--- config.mk ---
export PLATFORM = sky130hd
export DESIGN_NAME = hamming74_encoder
export DESIGN_NICKNAME = d
export VERILOG_FILES = /design/src/rtl/hamming74_encoder.sv
export SDC_FILE = /design/constraint.sdc
export NUM_CORES = 1
export LEC_CHECK = 0
export BUFFER_PORTS_ARGS = -buffer_cell sky130_fd_sc_hd__buf_2
export CAP_MARGIN = 40
export CORE_AREA = 2 2 39 41
export CTS_BUF_LIST = sky130_fd_sc_hd__clkbuf_16
export DETAILED_ROUTE_END_ITERATION = 8
export DIE_AREA = 0 0 41 43
export PLACE_DENSITY = 0.47
export REMOVE_ABC_BUFFERS = 1
export SYNTH_ARGS = -nofsm -noshare
export SYNTH_HDL_FRONTEND = slang
export SYNTH_SLANG_ARGS = --single-unit
--- constraint.sdc ---
create_clock -name clk -period 1.1 [get_ports clk]
set_clock_uncertainty 0.1 [all_clocks]
set_input_delay 0.055 -clock clk [delete_from_list [all_inputs] [get_ports clk]]
set_output_delay 0.055 -clock clk [all_outputs]
set_load 0.005 [all_outputs]
--- src/rtl/hamming74_encoder.sv ---
`default_nettype none
// ============================================================================
// Module      : hamming74_encoder
// Description : Hamming(7,4) single-error-correcting encoder on the transmit
//               side of the datapath. Takes a 4-bit data nibble and produces
//               a 7-bit codeword with even parity. The codeword MSB is code
//               position 1 and the LSB is code position 7:
//                   ham_out = {p1, p2, d3, p4, d2, d1, d0}
//               Data sits at positions 3,5,6,7 and parity at positions 1,2,4.
//               Every codeword therefore has a zero position-indexed syndrome.
//
// Parameters  : REGISTER_OUT - 1: codeword registered, 1-cycle latency
//                              0: ham_out combinational, out_valid = in_valid
//
// Ports       : clk        in   1  clock, rising edge (unused when REGISTER_OUT=0)
//               rst        in   1  asynchronous active-high reset (unused when REGISTER_OUT=0)
//               in_valid   in   1  data_in holds a nibble to encode this cycle
//               data_in    in   4  data nibble d[3:0]
//               out_valid  out  1  ham_out holds a valid codeword
//               ham_out    out  7  codeword {p1,p2,d3,p4,d2,d1,d0}
//
// Revision    : 1.0 - initial release
// ============================================================================
module hamming74_encoder #(
    parameter int REGISTER_OUT = 1
) (
    input  logic       clk,
    input  logic       rst,
    input  logic       in_valid,
    input  logic [3:0] data_in,
    output logic       out_valid,
    output logic [6:0] ham_out
);

    // Each parity bit covers the data positions whose index has the
    // corresponding bit set: p1 -> 3,5,7 ; p2 -> 3,6,7 ; p4 -> 5,6,7.
    // With d3@3, d2@5, d1@6, d0@7 this gives the equations below.
    logic w_p1;
    logic w_p2;
    logic w_p4;
    logic [6:0] w_code;

    assign w_p1   = data_in[3] ^ data_in[2] ^ data_in[0];
    assign w_p2   = data_in[3] ^ data_in[1] ^ data_in[0];
    assign w_p4   = data_in[2] ^ data_in[1] ^ data_in[0];
    assign w_code = {w_p1, w_p2, data_in[3], w_p4, data_in[2], data_in[1], data_in[0]};

    generate
        if (REGISTER_OUT != 0) begin : g_reg
            logic [6:0] r_ham;
            logic       r_valid;

            // The codeword register only loads on valid input, so idle-cycle
            // garbage (including X) on data_in never reaches ham_out.
            always_ff @(posedge clk or posedge rst) begin
                if (rst) begin
                    r_ham   <= 7'b000_0000;
                    r_valid <= 1'b0;
                end else begin
                    r_valid <= in_valid;
                    if (in_valid) begin
                        r_ham <= w_code;
                    end
                end
            end

            assign ham_out   = r_ham;
            assign out_valid = r_valid;
        end else begin : g_comb
            // Clock and reset have no function in this mode; fold them into a
            // dummy net so they are not reported as dangling inputs.
            logic w_unused;
            assign w_unused  = clk ^ rst;

            assign ham_out   = w_code;
            assign out_valid = in_valid;
        end
    endgenerate

endmodule
`default_nettype wire

==> impl_metrics.json <==
{
  "yosys-top-cells-area": "dfrtp_1, mux2_2, xor3_1, buf_2, inv_1",
  "clkTransAtPathRegs_ps": 40,
  "synthesis.area_um2": 359.1,
  "yosys_warnings": 0,
  "synth.most_common_cell": "dfrtp_1",
  "worstHoldStart": "data_in[2]",
  "die_width_um": 41,
  "grtUsageTotal": 0.07739,
  "fin_util": 0.3897,
  "finalNetCount": 47,
  "clockBufferDepth": 2,
  "ys_ff_latch": 8,
  "synth_edf_count": 0,
  "grt_pass1_vias": 203,
  "synth.avg_cell_area_um2": 17.95,
  "worstReg2RegEnd": "ham_out[2]$_DFFE_PP0P_",
  "drc_errors": 0,
  "drive_gt1_frac": 0.6316,
  "path_buf_inv": 1,
  "area_growth_pct": 50.17,
  "dieArea_um2": 1763,
  "min_to": "ham_out[2]$_DFFE_PP0P_",
  "wl_per_cell_um": 12.52,
  "fin_crit_sh": 0.7995,
  "synth_flop_cell": "dfrtp_1",
  "slew_headroom": 0.7834,
  "worst-slew-pin-transition_ps": 324.5,
  "rows": 14,
  "use_met2": 0.1031,
  "wl_um": 676,
  "cp-end-kind": "output pin",
  "ff2ff_path_depth": 1,
  "min_period_ps": 879.4,
  "crit_type": "reg2out",
  "worst-endpoint-arrival_ps": 720,
  "cts_root_buf": "clkbuf_16",
  "grt_max_degree": 9,
  "gp_congestion": 0.6350,
  "netlist_top_cells_count": "dfrtp_1, mux2_2, xor3_1",
  "placed_cells": 49,
  "leakagePower_nw": 0.2726,
  "finalSetupTns_ps": 0,
  "hold_path_class": "in2reg",
  "critPathMaxFanout": 2,
  "worstSetupStartpointType": "flip-flop",
  "grt_setup_unrepaired": "false",
  "postLayoutCellArea_um2": 539.3,
  "power_density_nw_per_um2": 2032,
  "ir_worst_vdd_uv": 844.9,
  "h-tree-depth": 1,
  "ctsResizeCount": 0,
  "initialDrtViolationCount": 2,
  "r2r-start": "ham_out[2]$_DFFE_PP0P_",
  "dr.pass1.iters": 3,
  "grt_pass1_wl_um": 841,
  "path_cells": "buf_2",
  "cts_tree": "built",
  "clkLatencyLatePin_ps": 230,
  "ys_types": 5,
  "num_antenna_cells": 0,
  "yosysSeqAreaShare": 0.5575,
  "antenna_found_initial": 0,
  "setup_viol": 0,
  "max_freq_ghz": 1.137,
  "post_drt_via_cell_ratio": 4.019,
  "grtUsageMet3": 0.01571,
  "synth_area_leader_cell": "dfrtp_1",
  "start_util": 0.2595,
  "crit_family": "flip-flops",
  "use_met1": 0.1044,
  "cts_setup_buffers": 0,
  "async_reset_ff_frac": 1.000,
  "placed_area_um2": 444.2,
  "cts_made_buffers": 3,
  "holdPathStages": 2,
  "vias": 217,
  "antenna_left": 0,
  "crit_required_ps": 940,
  "status": "finished clean",
  "layout.cells.non_filler": 54,
  "slowest_delay_ps": 370,
  "busiest_layer": "met1",
  "synthesis.instances": 20,
  "core_um2": 1384,
  "rrSetupSlack_ps": 250,
  "pin_count": 15,
  "dieHeight_um": 43,
  "crit_slowest_cell": "dfrtp_1",
  "cts.sinks": 8,
  "io_buffers": 14,
  "max_cap_viol_count": 0,
  "maxSlewViolCount": 0,
  "synth_top_area_frac": 0.5575,
  "hold_viol": 0,
  "grt.overflow.total": 0
}
layer usage:
metal,vias up,routed length (µm)
met2,11,289
met3,0,71
li1,105,-
met4,0,0
met5,-,0
met1,101,316
power by group:
group          total, mW  switching [mW]  internal (mW)
sequential         0.350          0.0158          0.335
combinational      0.147          0.0519         0.0946
clock              0.599           0.131          0.468
total               1.10           0.199          0.897
sequential cells by signal (all words and copies together) (netlist names):
signal and count:
ham_out 7, out_valid 1
layout by cell type, fill, tap and decap left out:
| cell type | count |
|---|---|
| buf_2 | 14 |
| dfrtp_1 | 8 |
| mux2_2 | 7 |
| xor3_1 | 3 |
| clkbuf_16 | 3 |
| dlygate4sd3_1 | 2 |
| inv_1 | 1 |
kinds of logic after synthesis:
family                    after synthesis  synth area share
DFF                                     8            0.5575
muxes                                   7            0.2195
xor gates and xnor gates                3            0.1986
buffers and inverters                   2           0.02437
through the flow:
stage               worst slack (ps)  hold WS [ps]  power, mW
global placement               44.68        -90.38     0.4942
floorplan                      205.8        -229.3     0.4301
global route                   204.3         7.050      1.141
CTS                            214.0         4.963      1.113
detailed placement             36.08        -76.68     0.4981
finish                         220.6         4.295      1.096
cell type report:
cell class	count	area [µm²]
tap	16	20.02
fill	142	844.6
clock buffer	3	75.07
timing repair buffer	16	90.09
inverter	1	3.754
sequential	8	200.2
multi-input combinational	10	150.1
how the worst max path moves through the flow:
stage / startpoint / end / slack (ps) / cells past startpoint
4_1_cts: ham_out[2]$_DFFE_PP0P_ / ham_out[2] / 210 / 1
2_1_floorplan: data_in[2] / ham_out[3]$_DFFE_PP0P_ / 210 / 2
3_5_place_dp: data_in[3] / ham_out[5]$_DFFE_PP0P_ / 40 / 3
3_3_place_gp: data_in[3] / ham_out[5]$_DFFE_PP0P_ / 40 / 3
5_1_grt: ham_out[2]$_DFFE_PP0P_ / ham_out[2] / 200 / 1
6_report: ham_out[2]$_DFFE_PP0P_ / ham_out[2] / 220 / 1
repair_timing:
action	in CTS	in global routing
hold endpoints to repair	9	0
endpoints found under the setup margin	0	0
hold buffers	2	0
(Power assumes the default switching activity.)
